### config.mk
export PLATFORM = sky130hd
export DESIGN_NAME = draw_string_flat
export DESIGN_NICKNAME = d
export VERILOG_FILES = /design/src/rtl/draw_string_if.sv /design/src/rtl/draw_string.sv /design/src/flat_wrapper.sv
export SDC_FILE = /design/constraint.sdc
export NUM_CORES = 1
export LEC_CHECK = 0
export ABC_CLOCK_PERIOD_IN_PS = 2100
export CORE_MARGIN = 2
export CORE_UTILIZATION = 31
export DETAILED_ROUTE_END_ITERATION = 16
export PLACE_DENSITY_LB_ADDON = 0.05
export SETUP_SLACK_MARGIN = 0.5
export SKIP_CTS_REPAIR_TIMING = 1
export SYNTH_ARGS = -nofsm -noshare
export SYNTH_HDL_FRONTEND = slang
export SYNTH_SLANG_ARGS = --single-unit
### constraint.sdc
create_clock -name clk -period 2.1 [get_ports clk]
set_input_delay 0.42 -clock clk [delete_from_list [all_inputs] [get_ports clk]]
set_output_delay 0.42 -clock clk [all_outputs]
set_load 0.01 [all_outputs]
### src/rtl/draw_string_if.sv
// Handshake bundle between the string sequencer (master) and the 8-bit character drawer (slave).
interface draw_string_if #(
    parameter int CORDW = 16
);
    logic                    char_start;
    logic [7:0]              char_ucp;
    logic signed [CORDW-1:0] char_cx;
    logic signed [CORDW-1:0] char_cy;
    logic                    char_done;

    modport master (
        output char_start, char_ucp, char_cx, char_cy,
        input  char_done
    );

    modport slave (
        input  char_start, char_ucp, char_cx, char_cy,
        output char_done
    );
endinterface

### src/rtl/draw_string.sv
// String sequencer: walks a LEN-byte buffer, issuing one drawer request per printable byte.
// Optional automatic line wrap after LINE_CHARS glyphs when DRAW_STRING_WRAP_EN is defined.
module draw_string #(
    parameter int CORDW      = 16,
    parameter int WIDTH      = 8,
    parameter int HEIGHT     = 16,
    parameter int SPACING    = 0,
    parameter int LEN        = 32,
    parameter int LINE_CHARS = 16
) (
    input  logic                    clk,
    input  logic                    rst_n,
    input  logic                    wr_en,
    input  logic [$clog2(LEN)-1:0]  wr_addr,
    input  logic [7:0]              wr_data,
    input  logic                    start,
    input  logic [$clog2(LEN):0]    len,
    input  logic signed [CORDW-1:0] sx,
    input  logic signed [CORDW-1:0] sy,
    draw_string_if.master           chr,
    output logic                    busy,
    output logic                    done
);
    localparam int AW = $clog2(LEN);
    localparam logic signed [CORDW-1:0] XStep = CORDW'(WIDTH + SPACING);
    localparam logic signed [CORDW-1:0] YStep = CORDW'(HEIGHT);

    if (LEN < 2 || (LEN & (LEN - 1)) != 0) begin : g_bad_len
        $error("LEN must be a power of two of at least 2");
    end
    if (LINE_CHARS < 1) begin : g_bad_line_chars
        $error("LINE_CHARS must be at least 1");
    end

    typedef enum logic [2:0] {
        StIdle, StRead, StFetch, StIssue, StWait, StNext, StDone
    } state_e;

    state_e                  state_q, state_d;
    logic [AW:0]             idx_q, idx_d;
    logic [AW:0]             len_q, len_d;
    logic signed [CORDW-1:0] ox_q, ox_d;
    logic signed [CORDW-1:0] cx_q, cx_d;
    logic signed [CORDW-1:0] cy_q, cy_d;
    logic [7:0]              byte_q, byte_d;
    logic [7:0]              ucp_q, ucp_d;
    logic signed [CORDW-1:0] ccx_q, ccx_d;
    logic signed [CORDW-1:0] ccy_q, ccy_d;
    logic [7:0]              mem [LEN];
    logic [7:0]              rd_data_q;
`ifdef DRAW_STRING_WRAP_EN
    localparam int ColW = $clog2(LINE_CHARS + 1);
    logic [ColW-1:0]         col_q, col_d;
`endif

    // Buffer is not reset; writes are only accepted while idle.
    always_ff @(posedge clk) begin
        if (wr_en && !busy) mem[wr_addr] <= wr_data;
        rd_data_q <= mem[idx_q[AW-1:0]];
    end

    always_ff @(posedge clk or negedge rst_n) begin
        if (!rst_n) begin
            state_q <= StIdle;
            idx_q   <= '0;
            len_q   <= '0;
            ox_q    <= '0;
            cx_q    <= '0;
            cy_q    <= '0;
            byte_q  <= '0;
            ucp_q   <= '0;
            ccx_q   <= '0;
            ccy_q   <= '0;
`ifdef DRAW_STRING_WRAP_EN
            col_q   <= '0;
`endif
        end else begin
            state_q <= state_d;
            idx_q   <= idx_d;
            len_q   <= len_d;
            ox_q    <= ox_d;
            cx_q    <= cx_d;
            cy_q    <= cy_d;
            byte_q  <= byte_d;
            ucp_q   <= ucp_d;
            ccx_q   <= ccx_d;
            ccy_q   <= ccy_d;
`ifdef DRAW_STRING_WRAP_EN
            col_q   <= col_d;
`endif
        end
    end

    always_comb begin
        state_d = state_q;
        idx_d   = idx_q;
        len_d   = len_q;
        ox_d    = ox_q;
        cx_d    = cx_q;
        cy_d    = cy_q;
        byte_d  = byte_q;
        ucp_d   = ucp_q;
        ccx_d   = ccx_q;
        ccy_d   = ccy_q;
`ifdef DRAW_STRING_WRAP_EN
        col_d   = col_q;
`endif
        unique case (state_q)
            StIdle: begin
                if (start) begin
                    len_d  = len;
                    ox_d   = sx;
                    cx_d   = sx;
                    cy_d   = sy;
                    idx_d  = '0;
                    // Empty string passes through NEXT as a harmless newline so done lands on
                    // cycle 2, matching the final-character path.
                    byte_d = 8'h0A;
`ifdef DRAW_STRING_WRAP_EN
                    col_d  = '0;
`endif
                    state_d = (len == '0) ? StNext : StRead;
                end
            end
            StRead:  state_d = StFetch;
            StFetch: begin
                byte_d = rd_data_q;
                idx_d  = idx_q + 1'b1;
                if (rd_data_q == 8'h0A) begin
                    state_d = StNext;
                end else begin
                    ucp_d   = rd_data_q;
                    ccx_d   = cx_q;
                    ccy_d   = cy_q;
                    state_d = StIssue;
                end
            end
            StIssue: state_d = StWait;
            StWait:  if (chr.char_done) state_d = StNext;
            StNext: begin
                if (byte_q == 8'h0A) begin
                    cx_d = ox_q;
                    cy_d = cy_q + YStep;
`ifdef DRAW_STRING_WRAP_EN
                    col_d = '0;
`endif
                end else begin
`ifdef DRAW_STRING_WRAP_EN
                    if (col_q + 1'b1 == ColW'(LINE_CHARS)) begin
                        cx_d  = ox_q;
                        cy_d  = cy_q + YStep;
                        col_d = '0;
                    end else begin
                        cx_d  = cx_q + XStep;
                        col_d = col_q + 1'b1;
                    end
`else
                    cx_d = cx_q + XStep;
`endif
                end
                state_d = (idx_q < len_q) ? StRead : StDone;
            end
            StDone:  state_d = StIdle;
            default: state_d = StIdle;
        endcase
    end

    assign chr.char_start = (state_q == StIssue);
    assign chr.char_ucp   = ucp_q;
    assign chr.char_cx    = ccx_q;
    assign chr.char_cy    = ccy_q;
    assign busy           = (state_q != StIdle);
    assign done           = (state_q == StDone);
endmodule
### src/flat_wrapper.sv
// flat-port wrapper written by rule: the top's interface ports become plain ports
module draw_string_flat 
#(
    parameter int CORDW      = 16,
    parameter int WIDTH      = 8,
    parameter int HEIGHT     = 16,
    parameter int SPACING    = 0,
    parameter int LEN        = 32,
    parameter int LINE_CHARS = 16
)
  (clk, rst_n, wr_en, wr_addr, wr_data, start, len, sx, sy, busy, done, chr_char_start, chr_char_ucp, chr_char_cx, chr_char_cy, chr_char_done);
  draw_string_if #(.CORDW(CORDW)) chr_i ();
  input  logic clk;
  input  logic rst_n;
  input  logic wr_en;
  input  logic [$clog2(LEN)-1:0] wr_addr;
  input  logic [7:0] wr_data;
  input  logic start;
  input  logic [$clog2(LEN):0] len;
  input  logic signed [CORDW-1:0] sx;
  input  logic signed [CORDW-1:0] sy;
  output logic busy;
  output logic done;
  output wire logic [$bits(chr_i.char_start)-1:0] chr_char_start;
  output wire logic [$bits(chr_i.char_ucp)-1:0] chr_char_ucp;
  output wire logic [$bits(chr_i.char_cx)-1:0] chr_char_cx;
  output wire logic [$bits(chr_i.char_cy)-1:0] chr_char_cy;
  input wire logic [$bits(chr_i.char_done)-1:0] chr_char_done;
  assign chr_char_start = chr_i.char_start;
  assign chr_char_ucp = chr_i.char_ucp;
  assign chr_char_cx = chr_i.char_cx;
  assign chr_char_cy = chr_i.char_cy;
  assign chr_i.char_done = chr_char_done;
  draw_string #(.CORDW(CORDW), .WIDTH(WIDTH), .HEIGHT(HEIGHT), .SPACING(SPACING), .LEN(LEN), .LINE_CHARS(LINE_CHARS)) u_core (.clk(clk), .rst_n(rst_n), .wr_en(wr_en), .wr_addr(wr_addr), .wr_data(wr_data), .start(start), .len(len), .sx(sx), .sy(sy), .chr(chr_i), .busy(busy), .done(done));
endmodule
=== After elaboration in Yosys (flattened, before gate mapping) ===
Memories as Yosys holds them, arrays and structs flattened. A register that Yosys moved wholly into a read port is not among the register bits.
Cells that the tools add are included.

* Logic and storage cells: 58
* Bits in read-only memories: 0
* Register bits: 111
* Memories: 1
* RAM bits: 256
* Bits in latches: 0

* Add/subtract/negate cells: 3
* Multiplexer cells: 18
* Shift-type cells: 0
* Order comparisons: 1
* Divide/modulo/power cells: 0
* Reductions and logical operators: 13
* Bitwise gates (word level): 1
* Multiply operators: 0
* Equality and inequality tests: 11

{| class="wikitable"
|+ Memories
! memory !! depth !! bits a word !! rd ports !! clocked after memory_dff !! write ports !! line !! source
|-
| u_core.mem || 32 || 8 || 1 || 1 || 1 || draw_string.sv:49 || <nowiki>logic [7:0] mem [LEN];</nowiki>
|}

{| class="wikitable"
|+ Operators by type and width
! kind !! number
|-
| 2-to-1 mux 16 bit || 4
|-
| one-hot mux 16 bit (2 select lines) || 2
|-
| one-hot mux 3 bit (6 select lines) || 1
|-
| adder 16 x 5 -> 16 bit (second input constant) || 1
|-
| adder 16 x 6 -> 16 bit (second input constant) || 1
|-
| equality test 8 x 4 -> 1 bit (second input constant) || 2
|-
| one-hot mux 8 bit (2 select lines) || 1
|-
| 2-to-1 mux 3 bit || 5
|-
| one-hot mux 6 bit (2 select lines) || 1
|-
| AND reduction 2 bit || 5
|-
| equality test 3 bit (second input constant) || 3
|-
| 2-to-1 mux 8 bit || 1
|-
| adder 6 x 1 -> 6 bit (second input constant) || 1
|-
| equality test 3 x 2 -> 1 bit (second input constant) || 2
|-
| zero test 6 bit || 1
|-
| < comparator 6 bit || 1
|-
| 2-to-1 mux 6 bit || 1
|-
| != test 2 bit (second input constant) || 2
|-
| nonzero test 2 bit || 2
|-
| equality test 3 x 1 -> 1 bit (second input constant) || 1
|-
| zero test 3 bit || 1
|-
| AND reduction 3 bit || 1
|-
| nonzero test 3 bit || 1
|-
| 2-to-1 mux 1 bit || 2
|-
| 4 further kinds || 4
|}

=== Depth between registers and ports, before layout ===
* Word-level depth: 5
* Depth in mapped cells: 8

=== Worst setup path after synthesis ===
No wires, ideal clock.

* Path type: reg2reg
* From: register u_core.state_q[0]
* To: memory u_core.mem[0][0], enable pin
* Path buffers: 2
* Stages on the path, launching flop included: 7
* Required time: 1730 ps
* Arrival: 1706 ps
* Slack: 24 ps
* Cell sequence: dfrtp_1 clkbuf_1 nor3_2 nand2_1 or3_1 clkbuf_1 nor2_1

* Cells in the longest elaborated chain, start to end: 5

{| class="wikitable"
|+ RTL lines
! item !! line !! source
|-
| from (decl) || draw_string.sv:39 || <nowiki>state_e state_q, state_d;</nowiki>
|-
| from (signal assigned) || draw_string.sv:64 || <nowiki>state_q <= StIdle;</nowiki>
|-
| from (signal assigned) || draw_string.sv:78 || <nowiki>state_q <= state_d;</nowiki>
|-
| nonzero test 3 bit || draw_string.sv:172 || <nowiki>assign busy = (state_q != StIdle);</nowiki>
|-
| zero test 1 bit || draw_string.sv:58 || <nowiki>if (wr_en && !busy) mem[wr_addr] <= wr_data;</nowiki>
|-
| logical AND 1 bit || draw_string.sv:58 ||
|-
| 2-to-1 mux 1 bit || draw_string.sv:58 ||
|-
| 2-to-1 mux 1 bit (not written as such) || draw_string.sv:58 ||
|-
| to (decl) || draw_string.sv:49 ||
|}

Every way passes these cells.

==> impl_metrics.py <==
metrics = {
    "cts": {
        "clock_sinks": 375,
        "cts_tree": "built",
        "cts_buffer_depth": 3,
        "path_clk_slew_ns": 0.06,
        "h-tree-depth": 2,
        "worst_skew_pair.late_latency_ns": 0.57,
        "cts_buffers": 43,
        "cts-root-buf": "clkbuf_16",
    },
    "power_and_ir_drop": {
        "power_frac_comb": 0.361,
        "seqPwrFrac": 0.376,
        "sw_frac_of_total": 0.315,
        "pwr-share-clk": 0.263,
        "pwr_density_cell_mw_per_mm2": 1260,
        "ir_drop_v": 0.000631,
        "internal_power_w": 0.0183,
        "p_sw_w": 0.00839,
        "power.leakage_nw": 7.90,
    },
    "synthesis": {
        "synth_fp_nets": 1034,
        "postSynthCellCount": 970,
        "synth-async-reset-ratio": 0.296,
        "avgSynthCellArea_um2": 15.8,
        "synthFlopType": "edfxtp_1",
        "synth_edf_count": 256,
        "ys.warnings.count": 0,
        "ys_ff_latch": 375,
        "syn_area_mm2": 0.0153,
        "synth.distinct_cells": 65,
        "ys_seq_area_frac": 0.694,
    },
    "die": {
        "rows": 81,
        "dieArea_mm2": 0.0512,
        "initial_core_util": 0.313,
        "die_w_um": 226,
        "ios": 99,
        "fp.dieH_um": 226,
        "core-area_mm2": 0.0488,
    },
    "worst_setup_path": {
        "endpoint_kind": "flop",
        "path_max_fanout": 8,
        "worst-endpoint-required_ns": 2.54,
        "path_common_cell": "buf_12",
        "cp_slowest_stage_delay_ns": 0.58,
        "cp_cell_sequence": "buf_12, buf_12, mux4_2, a2111oi_4, buf_4, a21oi_2",
        "crit_arrival_ns": 2.50,
        "path_buf_inv": 3,
        "critPathTopFamily": "multiplexers",
        "crit_type": "flop to flop",
        "slowest_stage": "mux4_2",
        "critical_path.startpoint_type": "flop",
    },
    "sta": {
        "drv_slew": 0,
        "finalSetupViolCount": 0,
        "period_share": 0.979,
        "hold_viol": 0,
        "rsz0062_at_grt": "yes",
        "setup_tns_ns": 0,
        "fin_worst_skew_ns": 0.0136,
        "slew_headroom": 0.665,
        "fmax_mhz": 486,
        "finalWorstSetupSlack_ns": 0.0439,
        "tightest_slew_ns": 0.501,
        "period_needed_ns": 2.06,
    },
    "detailed_routing": {
        "drt-pass1-iter-count": 4,
        "drc": 0,
        "wl_per_cell_um": 22.4,
        "viasPerCell": 4.90,
        "ant_nets": 0,
        "routed_wirelength_um": 43900,
        "vias": 9593,
        "drt_iter0_markers": 630,
    },
    "placed_design": {
        "dp_hpwl_um": 28600,
        "place_ws_ns": -0.101,
        "gp_congestion": 0.781,
        "place_area_mm2": 0.0181,
        "io_buffers": 98,
    },
    "global_route": {
        "gr-usage-all-layers": 0.169,
        "grt_pass1_wl_um": 63300,
        "grt_max_degree": 36,
        "overflow": 0,
        "grt_pass1_vias": 9563,
        "antenna_found_initial": 0,
    },
    "finish": {
        "area_delta_synth_final_pct": 38.5,
        "final_area_mm2": 0.0212,
        "layout-drive-gt1-share": 0.363,
        "layout_commonest_cell": "edfxtp_1",
        "fillers": 4457,
        "multi_input_area_mm2": 0.00510,
        "final_cell_mix": "edfxtp_1, buf_4, dfrtp_1, clkdlybuf4s50_1, nand2_1",
        "fin_nets": 1326,
        "diodes": 0,
        "seqCellArea_mm2": 0.0106,
    },
    "job": {
        "drv_cap": 0,
    },
    "status": {
        "status": "completed",
    },
    "min_path": {
        "worst_hold_path_type": "input pin to async pin",
    },
}
-- state kept, by name, indices dropped and copies added, names as in the netlist, 6 cells and up --
signal	cells
u_core.rd_data_q	8
u_core.cx_q	16
u_core.ox_q	16
u_core.idx_q	6
u_core.chr.char_ucp	8
u_core.cy_q	16
u_core.mem	256
u_core.chr.char_cx	16
u_core.len_q	6
u_core.byte_q	8
u_core.chr.char_cy	16
-- cell usage after synthesis (all sizes together), types with 4 or more instances --
cell type / number / area, um^2
a21oi: 34 / 178
a21o: 9 / 67.6
o22a: 8 / 70.1
a211oi: 11 / 82.6
clkbuf: 27 / 105
and2: 9 / 56.3
nor4: 5 / 31.3
nor2: 49 / 184
mux2i: 39 / 390
mux2: 32 / 360
ha: 8 / 100
mux4: 48 / 1080
nor3: 14 / 75.1
a31oi: 7 / 43.8
a22o: 17 / 149
a2111oi: 4 / 35.0
edfxtp: 256 / 7690
buf: 29 / 188
o221ai: 11 / 96.3
dfrtp: 111 / 2780
nand2: 72 / 270
o22ai: 10 / 62.6
nand2b: 4 / 25.0
and3: 5 / 31.3
xnor2: 6 / 52.6
nand4: 7 / 56.3
nand3b: 7 / 52.6
a22oi: 23 / 173
nand3: 16 / 80.1
o21ai: 25 / 125
dfxtp: 8 / 160
inv: 13 / 48.8
-- final timing paths --
path / from / endpoint / slack (ns) / cells after the start
min: rst_n / u_core.chr.char_cy[2] / 0.35 / 2
min reg2reg: u_core.cy_q[1] / u_core.cy_q[1] / 0.46 / 2
max reg2reg: u_core.idx_q[0] / u_core.rd_data_q[0] / 0.04 / 6
min in group clk: sy[0] / u_core.cy_q[0] / 0.41 / 3
max: u_core.idx_q[0] / u_core.rd_data_q[0] / 0.04 / 6
max in group asynchronous: rst_n / u_core.chr.char_cx[10] / 1.16 / 3
-- power by group through the flow --
| stage | clock (W) | sequential, W | combinational [W] |
|---|---|---|---|
| 6_report | 0.00701 | 0.0100 | 0.00963 |
| 3_5_place_dp | 0 | 0.0101 | 0.00764 |
| 4_1_cts | 0.00726 | 0.0100 | 0.00767 |
| 5_1_grt | 0.00754 | 0.0102 | 0.0104 |
| 2_1_floorplan | 0 | 0.00999 | 0.00444 |
| 3_3_place_gp | 0 | 0.0101 | 0.00763 |
-- worst reg2reg max path, stage by stage (launching register included) --
cell and delay, ns:
dfrtp_4 0.47, buf_12 0.16, buf_12 0.14, mux4_2 0.58
a2111oi_4 0.36, buf_4 0.19, a21oi_2 0.03
-- cell type report --
cell class	count	area share
Clock buffer	61	0.0554
Clock inverter	16	0.00537
Inverter	13	0.00248
Multi-Input combinational cell	526	0.240
Sequential cell	375	0.502
Tap cell	664	0.0392
Timing Repair Buffer	303	0.155
-- kinds of logic (layout without fill, tap and decap cells) --
family	after synthesis	after routing	synth area share
and+or+nand+nor	208	208	0.0681
DFF	375	375	0.694
buffers and inverters	69	393	0.0223
AOI/OAI and AO/OA	185	185	0.0856
xor gates and xnor gates	6	6	0.00343
adders and majority gates	8	8	0.00654
muxes	119	119	0.120
-- metrics by stage --
step	hold slack (ns)	instances	utilization	power [W]
6_report	0.348	1958	0.434	0.0267
3_3_place_gp	0.388	1813	0.371	0.0178
2_1_floorplan	0.124	970	-	0.0144
5_1_grt	0.355	1958	0.434	0.0281
3_5_place_dp	0.396	1813	0.371	0.0178
4_1_cts	-0.220	1890	0.398	0.0249
-- per-layer routing --
metal	vias to the layer above	wire (um)	GRT usage
met5	-	0	0
met4	0	1040	0.0556
met3	60	1550	0.0235
met2	217	21500	0.279
met1	4889	19900	0.229
li1	4427	-	-
Note: power is estimated with default switching activity, not from simulation.
